**config.mk**
```make
export PLATFORM = sky130hd
export DESIGN_NAME = mult_seq_nxn_flat
export DESIGN_NICKNAME = d
export VERILOG_FILES = /design/src/rtl/mult_pkg.sv /design/src/rtl/mult_seq_nxn_if.sv /design/src/rtl/mult_chunk.sv /design/src/rtl/mult_seq_nxn.sv /design/src/flat_wrapper.sv
export SDC_FILE = /design/constraint.sdc
export NUM_CORES = 1
export LEC_CHECK = 0
export CAP_MARGIN = 20
export CELL_PAD_IN_SITES_DETAIL_PLACEMENT = 0
export CELL_PAD_IN_SITES_GLOBAL_PLACEMENT = 1
export CORE_MARGIN = 5
export CORE_UTILIZATION = 45
export CTS_CLUSTER_DIAMETER = 200
export CTS_CLUSTER_SIZE = 14
export DETAILED_ROUTE_END_ITERATION = 10
export PLACE_DENSITY_LB_ADDON = 0.1
export SKIP_LAST_GASP = 1
export SYNTH_ARGS = -nofsm -noshare
export SYNTH_HDL_FRONTEND = slang
export SYNTH_SLANG_ARGS = --single-unit
```
**constraint.sdc**
```tcl
create_clock -name clk -period 9.85 [get_ports clk]
set_input_delay 1.97 -clock clk [delete_from_list [all_inputs] [get_ports clk]]
set_output_delay 1.97 -clock clk [all_outputs]
set_load 0.05 [all_outputs]
```
**src/rtl/mult_pkg.sv**
```systemverilog
// Shared constants and FSM encoding for the sequential chunked multiplier.
package mult_pkg;

  localparam int DEF_WIDTH = 16;
  localparam int DEF_CHUNK = 8;

  localparam logic [1:0] ST_IDLE = 2'd0;
  localparam logic [1:0] ST_CALC = 2'd1;
  localparam logic [1:0] ST_DONE = 2'd2;

  typedef enum logic [1:0] {
    IDLE = ST_IDLE,
    CALC = ST_CALC,
    DONE = ST_DONE
  } state_e;

endpackage

```
**src/rtl/mult_seq_nxn_if.sv**
```systemverilog
// Operand/result handshake bundle for mult_seq_nxn.
interface mult_seq_nxn_if
  import mult_pkg::*;
#(
  parameter int WIDTH = DEF_WIDTH
) ();

  logic               in_valid;
  logic               in_ready;
  logic               sgn;
  logic [WIDTH-1:0]   a;
  logic [WIDTH-1:0]   b;
  logic               out_valid;
  logic               out_ready;
  logic [2*WIDTH-1:0] prod;

  modport master (
    output in_valid, sgn, a, b, out_ready,
    input  in_ready, out_valid, prod
  );

  modport slave (
    input  in_valid, sgn, a, b, out_ready,
    output in_ready, out_valid, prod
  );

endinterface

```
**src/rtl/mult_chunk.sv**
```systemverilog
// Unsigned WIDTH x CHUNK partial-product multiplier (combinational).
module mult_chunk
  import mult_pkg::*;
#(
  parameter int WIDTH = DEF_WIDTH,
  parameter int CHUNK = DEF_CHUNK
) (
  input  logic [WIDTH-1:0]       a_i,
  input  logic [CHUNK-1:0]       b_i,
  output logic [WIDTH+CHUNK-1:0] p_o
);

  localparam int PW = WIDTH + CHUNK;

  assign p_o = PW'(a_i) * PW'(b_i);

endmodule

```
**src/rtl/mult_seq_nxn.sv**
```systemverilog
// Sequential NxN multiplier: one CHUNK-bit slice of b per cycle, sign-magnitude.
module mult_seq_nxn
  import mult_pkg::*;
#(
  parameter int WIDTH = DEF_WIDTH,
  parameter int CHUNK = DEF_CHUNK
) (
  input  logic          clk,
  input  logic          rst,
  input  logic          clr,
  mult_seq_nxn_if.slave bus
);

  localparam int N  = WIDTH / CHUNK;
  localparam int CW = (N > 1) ? $clog2(N) : 1;
  localparam int PW = 2 * WIDTH;

  state_e state_q, state_d;

  logic [WIDTH-1:0] a_q, a_d;
  logic [WIDTH-1:0] b_q, b_d;
  logic             neg_q, neg_d;
  logic [PW-1:0]    acc_q, acc_d;
  logic [PW-1:0]    prod_q, prod_d;
  logic [CW-1:0]    cnt_q, cnt_d;

  logic [WIDTH-1:0]       a_mag;
  logic [WIDTH-1:0]       b_mag;
  logic [WIDTH+CHUNK-1:0] pp;
  logic [PW-1:0]          pp_sh;
  logic [PW-1:0]          acc_sum;

  // Unary minus maps -2^(WIDTH-1) onto itself, the correct magnitude.
  assign a_mag = (bus.sgn && bus.a[WIDTH-1]) ? -bus.a : bus.a;
  assign b_mag = (bus.sgn && bus.b[WIDTH-1]) ? -bus.b : bus.b;

  mult_chunk #(
    .WIDTH (WIDTH),
    .CHUNK (CHUNK)
  ) u_chunk (
    .a_i (a_q),
    .b_i (b_q[CHUNK-1:0]),
    .p_o (pp)
  );

  assign pp_sh   = PW'(pp) << (CHUNK * int'(cnt_q));
  assign acc_sum = acc_q + pp_sh;

  assign bus.in_ready  = (state_q == IDLE) && !clr;
  assign bus.out_valid = (state_q == DONE);
  assign bus.prod      = prod_q;

  always_comb begin
    state_d = state_q;
    a_d     = a_q;
    b_d     = b_q;
    neg_d   = neg_q;
    acc_d   = acc_q;
    cnt_d   = cnt_q;
    prod_d  = prod_q;
    if (clr) begin
      state_d = IDLE;
    end else begin
      unique case (state_q)
        IDLE: begin
          if (bus.in_valid) begin
            a_d     = a_mag;
            b_d     = b_mag;
            neg_d   = bus.sgn & (bus.a[WIDTH-1] ^ bus.b[WIDTH-1]);
            acc_d   = '0;
            cnt_d   = '0;
            state_d = CALC;
          end
        end
        CALC: begin
          // b is consumed low chunk first; its low slice feeds the multiplier.
          acc_d = acc_sum;
          b_d   = b_q >> CHUNK;
          cnt_d = cnt_q + CW'(1);
          if (cnt_q == CW'(N - 1)) begin
            prod_d  = neg_q ? -acc_sum : acc_sum;
            state_d = DONE;
          end
        end
        DONE: begin
          if (bus.out_ready) begin
            state_d = IDLE;
          end
        end
        default: state_d = IDLE;
      endcase
    end
  end

  always_ff @(posedge clk or posedge rst) begin
    if (rst) begin
      state_q <= IDLE;
      a_q     <= '0;
      b_q     <= '0;
      neg_q   <= 1'b0;
      acc_q   <= '0;
      prod_q  <= '0;
      cnt_q   <= '0;
    end else begin
      state_q <= state_d;
      a_q     <= a_d;
      b_q     <= b_d;
      neg_q   <= neg_d;
      acc_q   <= acc_d;
      prod_q  <= prod_d;
      cnt_q   <= cnt_d;
    end
  end

endmodule

```
**src/flat_wrapper.sv**
```systemverilog
// flat-port wrapper written by rule: the top's interface ports become plain ports
module mult_seq_nxn_flat import mult_pkg::*;
#(
  parameter int WIDTH = DEF_WIDTH,
  parameter int CHUNK = DEF_CHUNK
)
  (clk, rst, clr, bus_in_valid, bus_sgn, bus_a, bus_b, bus_out_ready, bus_in_ready, bus_out_valid, bus_prod);
  mult_seq_nxn_if #(.WIDTH(WIDTH)) bus_i ();
  input  logic clk;
  input  logic rst;
  input  logic clr;
  input wire logic [$bits(bus_i.in_valid)-1:0] bus_in_valid;
  input wire logic [$bits(bus_i.sgn)-1:0] bus_sgn;
  input wire logic [$bits(bus_i.a)-1:0] bus_a;
  input wire logic [$bits(bus_i.b)-1:0] bus_b;
  input wire logic [$bits(bus_i.out_ready)-1:0] bus_out_ready;
  output wire logic [$bits(bus_i.in_ready)-1:0] bus_in_ready;
  output wire logic [$bits(bus_i.out_valid)-1:0] bus_out_valid;
  output wire logic [$bits(bus_i.prod)-1:0] bus_prod;
  assign bus_i.in_valid = bus_in_valid;
  assign bus_i.sgn = bus_sgn;
  assign bus_i.a = bus_a;
  assign bus_i.b = bus_b;
  assign bus_i.out_ready = bus_out_ready;
  assign bus_in_ready = bus_i.in_ready;
  assign bus_out_valid = bus_i.out_valid;
  assign bus_prod = bus_i.prod;
  mult_seq_nxn #(.WIDTH(WIDTH), .CHUNK(CHUNK)) u_core (.clk(clk), .rst(rst), .clr(clr), .bus(bus_i));
endmodule
```
Word level (Yosys, flattened, before mapping)
Index checks and enable logic that the tools add are counted.
{"block": "classes", "muxes": 14, "n_eq_ne": 6, "multipliers": 1, "shifts": 1, "add_sub_neg": 5, "n_reduce_logical": 10, "bitwise_logic": 3}
{"op": "$mux 32", "n": 2}
{"op": "$pmux 32 s2", "n": 1}
{"op": "$mux 16", "n": 3}
{"op": "$add 32x32->32", "n": 1}
{"op": "$neg 16->16", "n": 2}
{"op": "$neg 32->32", "n": 1}
{"op": "$pmux 16 s2", "n": 1}
{"op": "$shl 24x4->32", "n": 1}
{"op": "$mul 16x8->24", "n": 1}
{"op": "$reduce_and 3->1", "n": 4}
{"op": "$mux 2", "n": 4}
{"op": "$ne 3x3->1 const B", "n": 2}
{"op": "$pmux 2 s3", "n": 1}
{"op": "$logic_and 1x1->1", "n": 3}
{"op": "$ne 3x2->1 const B", "n": 1}
{"op": "$eq 2x1->1 const B", "n": 1}
{"op": "$eq 2x2->1 const B", "n": 1}
{"op": "$logic_not 2->1", "n": 1}
{"op": "$ne 2x2->1 const B", "n": 1}
{"op": "$pmux 1 s2", "n": 1}
{"op": "$reduce_bool 2->1", "n": 1}
{"op": "$add 1x1->1 const B", "n": 1}
{"op": "$and 1x1->1", "n": 1}
{"op": "$logic_not 1->1", "n": 1}
{"op": "other kinds (3)", "n": 3}
{"block": "word_totals", "input_bits": 38, "reg_bits": 100, "word_cells": 47, "out_inout_bits": 34}

Longest topological paths before layout
{"block": "depth", "word_depth": 5, "depth_mapped": 33, "depth_no_buf": 31}

Cells and area by module
A second synthesis with hierarchy kept.
{"block": "unflattened", "cells_unflattened": 1321, "area_unflattened_um2": 11378.4}
{"module": "mult_seq_nxn", "n_inst": 1, "cells_each": 828, "area_per_inst_um2": 7221.9, "seq_area_each_um2": 2502.4}
{"module": "mult_chunk", "n_inst": 1, "cells_each": 493, "area_per_inst_um2": 4156.5, "seq_area_each_um2": 0.0}

Worst setup path after synthesis
Ideal clock, no wire load.
{"block": "synth_timing", "kind": "register -> register", "start": "reg u_core.b_q[7]", "end": "reg u_core.prod_q[31] (netlist: u_core.bus.prod[31])", "path_buffers": 3, "setup_ps": 130, "period_less_slack_ps": 7542, "required_time_ps": 9720, "path_slack_ps": 2308, "arrival_ps": 7412, "path_stages_with_launch": 31, "cell_sequence": "dfrtp_1 -> clkbuf_1 -> and2_1 -> fa_1 -> fa_1 -> fa_1 -> inv_1 -> fa_1 -> inv_1 -> ha_1 -> nor3_1 -> nor4b_1 -> a221oi_1 -> o21ai_0 -> o21ai_0 -> xnor2_1 -> nand2_1 -> o21ai_0 -> ha_1 -> clkbuf_1 -> a21o_1 -> a31o_2 -> nand2b_1 -> a2111oi_2 -> or2_2 -> buf_2 -> o311ai_0 -> nor4_1 -> a41oi_1 -> xnor3_1 -> o21ai_1"}
{"block": "synth_via", "elab_chain_cells": 5}
{"element": "from (decl)", "line_no": "mult_seq_nxn.sv:21", "text": "logic [WIDTH-1:0] b_q, b_d;"}
{"element": "from (signal assigned)", "line_no": "mult_seq_nxn.sv:99", "text": "b_q <= '0;"}
{"element": "from (signal assigned)", "line_no": "mult_seq_nxn.sv:107", "text": "b_q <= b_d;"}
{"element": "$mul 16x8->24 (*)", "line_no": "mult_chunk.sv:15", "text": "assign p_o = PW'(a_i) * PW'(b_i);"}
{"element": "$shl 24x4->32 (*)", "line_no": "mult_seq_nxn.sv:46", "text": "assign pp_sh = PW'(pp) << (CHUNK * int'(cnt_q));"}
{"element": "$add 32x32->32 (*)", "line_no": "mult_seq_nxn.sv:47", "text": "assign acc_sum = acc_q + pp_sh;"}
{"element": "$neg 32->32", "line_no": "mult_seq_nxn.sv:81", "text": "prod_d = neg_q ? -acc_sum : acc_sum;"}
{"element": "$mux 32 (*)", "line_no": "mult_seq_nxn.sv:81"}
{"element": "to (signal assigned)", "line_no": "mult_seq_nxn.sv:110", "text": "prod_q <= prod_d;"}
{"element": "to (decl)", "line_no": "mult_seq_nxn.sv:24", "text": "logic [PW-1:0] prod_q, prod_d;"}
Every way passes the cells marked *; elsewhere a longest branch is shown, timed or not.
A chain may end at the register's enable or synchronous reset.

Worst setup path in the final report
{"block": "layout_timing", "start": "reg u_core.b_q[6]", "end": "reg u_core.prod_q[31] (netlist: u_core.bus.prod[31])"}
Same word-level chain as after synthesis.

==> run_results.csv <==
group,metric,value,unit
cts,cts_buffers,9,
worst_setup_path,slowest_delay,0.70,ns
cts,clock-root-buffer,"clkbuf_16",
worst_setup_path,rr_endpoint,"u_core.bus.prod[31]$_DFFE_PP0P_",
grt,grt_pass1_wl,47100,µm
cts,ctsHoldBuffers,0,
sta,fin_setup_tns,0,ns
cts,clock_latency,0.36,ns
routing,wire_per_inst,16.6,µm
worst_setup_path,r2r_start,"u_core.b_q[6]$_DFFE_PP0P_",
grt,grt_pass1_vias,9169,
final_layout,final_cell_mix,"nand2_1, inv_1, and2_1",
sta,slew_headroom,26.3,%
worst_setup_path,critPathArrivalTime,8.82,ns
final_layout,layout-drive-gt1-share,3.91,%
place,dp_hpwl,21900,µm
status,status,"finished clean",
routing,vias,9239,
floorplanning,dieArea,28200,µm²
logic_synthesis,synth_seq_cells,100,
cts,cts_tree,"yes",
sta,setup_violations,0,
logic_synthesis,syn-num-nets,1523,
routing,via_per_inst,5.50,
logic_synthesis,async_reset_ff_share,100,%
cts,cts_max_path_buffers,2,
logic_synthesis,yosysWarnings,0,
min_path,holdPathEnd,"u_core.bus.prod[11]$_DFFE_PP0P_",
logic_synthesis,synthDistinctLibCells,74,
min_path,hold_start,"u_core.bus.prod[11]$_DFFE_PP0P_",
worst_setup_path,cp-end-kind,"register",
grt,grt-ovfl-total,0,
cts,htreeDepth,3,
logic_synthesis,synth_top_family_by_area,"adder cells",
final_layout,layout.nets,1553,
sta,max_freq,116,MHz
worst_setup_path,cpMostUsedCell,"fa_1",
flow_run,drv_cap,0,
routing,drc,0,
logic_synthesis,synthSimpleGateAreaFrac,22.0,%
grt,grt_max_degree,71,
worst_setup_path,worst-path-buf-inv,2,
floorplanning,ios,72,
routing,routed_wl,27900,µm
final_layout,antenna_cells,0,
final_layout,layout.cells.most_common,"nand2_1",
final_layout,area_delta_synth_final,11.1,%
place,finalWeightedCongestion,0.903,
sta,rsz0062_at_grt,"false",
sta,fin_worst_skew,0.0104,ns
sta,worstMarginPinSlew,1.10,ns
worst_setup_path,start_kind,"register",
sta,slew_violations,0,
min_path,min_path_cells,2,
cts,cts-resized-gates,0,
cts,post-cts-setup-buffers,0,
min_path,hold_path.class,"reg -> reg",
logic_synthesis,synth_xor_area_share,7.31,%
grt,antenna_found_initial,0,
sta,hold_viol_final,0,
floorplanning,rows,57,
routing,antenna_left,0,
logic_synthesis,syn_area,11200,µm²
logic_synthesis,synthAdderAreaFrac,23.9,%
sta,min_period,8.61,ns
routing,drt_iter0_markers,620,
logic_synthesis,synth_edf_count,0,
cts,clk_pin_slew,0.08,ns
worst_setup_path,ff2ff_setup_slack,1.24,ns
logic_synthesis,synth-compound-area-share,17.0,%
logic_synthesis,yosysSeqAreaShare,22.3,%
floorplanning,die_y,168,µm
logic_synthesis,synthMuxAreaShare,1.13,%
logic_synthesis,post_synth.cell_area_avg,8.48,µm²
floorplanning,die_width,168,µm
worst_setup_path,reg2reg_depth,28,
floorplanning,initial_utilization,45.8,%
sta,finalCritPeriodShare,87.4,%
worst_setup_path,crit_fanout,17,
floorplanning,core_area,24500,µm²
worst_setup_path,path_class,"reg -> reg",
routing,drt_first_pass_iters,5,
cts,clock_sinks,100,
logic_synthesis,ys.flop_type,"dfrtp_1",
worst_setup_path,worstPathRequired,10.06,ns
grt,grt_usage,20.1,%
place,portBuffers,71,
logic_synthesis,synth_cells,1322,
worst_setup_path,crit_family,"compound AO/OA/AOI/OAI gates",
worst_setup_path,slowest_stage,"a2111oi_0",
## synth_stat cells (all sizes together), types with 4 or more instances
library cell,n,area share [%]
mux2,5,0.50
nand3,46,2.1
and4,5,0.39
and2,126,7.0
nand4,5,0.28
clkbuf,55,1.8
nor3b,4,0.27
nor4,6,0.47
a22oi,9,0.60
and3,14,0.78
or2,9,0.50
a31oi,7,0.39
a21o,19,1.3
o21a,4,0.27
xor2,46,3.6
nand2b,10,0.56
or4,4,0.30
a211oi,7,0.47
ha,78,8.7
a22o,13,1.0
a31o,5,0.39
nor2b,10,0.56
nor3,20,0.89
o31ai,13,0.87
a2111oi,5,0.45
mux2i,7,0.62
or3,20,1.1
xnor2,45,3.5
o211ai,7,0.47
inv,128,4.3
nor2,44,1.5
a21oi,45,2.0
a211o,5,0.39
buf,4,0.16
nand2,146,4.9
a221oi,5,0.45
fa,85,15
dfrtp,100,22
o21ai,110,4.9
a41oi,6,0.47
## area by class of cell
cell class	instances	area, µm²
Clock buffer	10	229
Clock inverter	6	56.3
Fill cell	2431	12000
Inverter	129	487
Multi-Input combinational cell	1034	8010
Sequential cell	100	2500
Tap cell	324	405
Timing Repair Buffer	78	763
## per-layer routing
layer	wire, µm	vias to the layer above	part of all wire [%]	track usage (%)
met5	0	-	0	0
met4	432	0	1.5	4.23
met3	817	33	2.9	2.51
met2	13100	139	47	32.7
met1	13500	4500	48	29.0
li1	-	4567	-	-
## metrics by stage
step	utilization (%)	instance area, µm²	instances	hold WS (ns)	worst slack, ns
finish	50.9	12500	1681	0.480	1.24
global route	50.9	12500	1681	0.508	0.662
CTS	50.9	12500	1681	0.486	1.27
detailed placement	49.7	12200	1665	0.469	1.31
global placement	49.7	12200	1665	0.461	1.39
floorplan	-	11200	1322	0.462	2.31
## worst max-delay path by stage
stage / from / to / slack [ns] / cells past startpoint
CTS: u_core.b_q[6]$_DFFE_PP0P_ / u_core.bus.prod[31]$_DFFE_PP0P_ / 1.27 / 27
global placement: u_core.b_q[7]$_DFFE_PP0P_ / u_core.bus.prod[28]$_DFFE_PP0P_ / 1.39 / 27
finish: u_core.b_q[6]$_DFFE_PP0P_ / u_core.bus.prod[31]$_DFFE_PP0P_ / 1.24 / 28
detailed placement: u_core.b_q[6]$_DFFE_PP0P_ / u_core.bus.prod[31]$_DFFE_PP0P_ / 1.31 / 28
floorplan: u_core.b_q[7]$_DFFE_PP0P_ / u_core.bus.prod[31]$_DFFE_PP0P_ / 2.31 / 30
global route: u_core.b_q[7]$_DFFE_PP0P_ / u_core.bus.prod[31]$_DFFE_PP0P_ / 0.66 / 27
## sequential cells by signal, indices dropped and copies added (netlist names)
name	cells
u_core.acc_q	32
u_core.bus.prod	32
u_core.a_q	16
u_core.b_q	16
u_core.state_q	2
u_core.cnt_q	1
u_core.neg_q	1
## cell families after synthesis
kind of cell | Yosys count
xor gates and xnor gates | 92
buffers and inverters | 188
adders and majority gates | 163
DFF | 100
muxes | 12
and+or+nand+nor | 475
AOI/OAI and AO/OA | 292
## worst register-to-register path: cells and delay by family, from the launching register on
kind,cells,cell delay [ns]
buf+inv,2,0.09
flops,1,0.65
simple gates,5,1.15
xor+xnor,3,0.54
mux,1,0.28
fa+ha+maj,6,2.72
compound gates,11,3.02
Power is left out: the tool's default activity adds up to more than one toggle a clock period on the data nets, which glitch-free logic cannot reach.
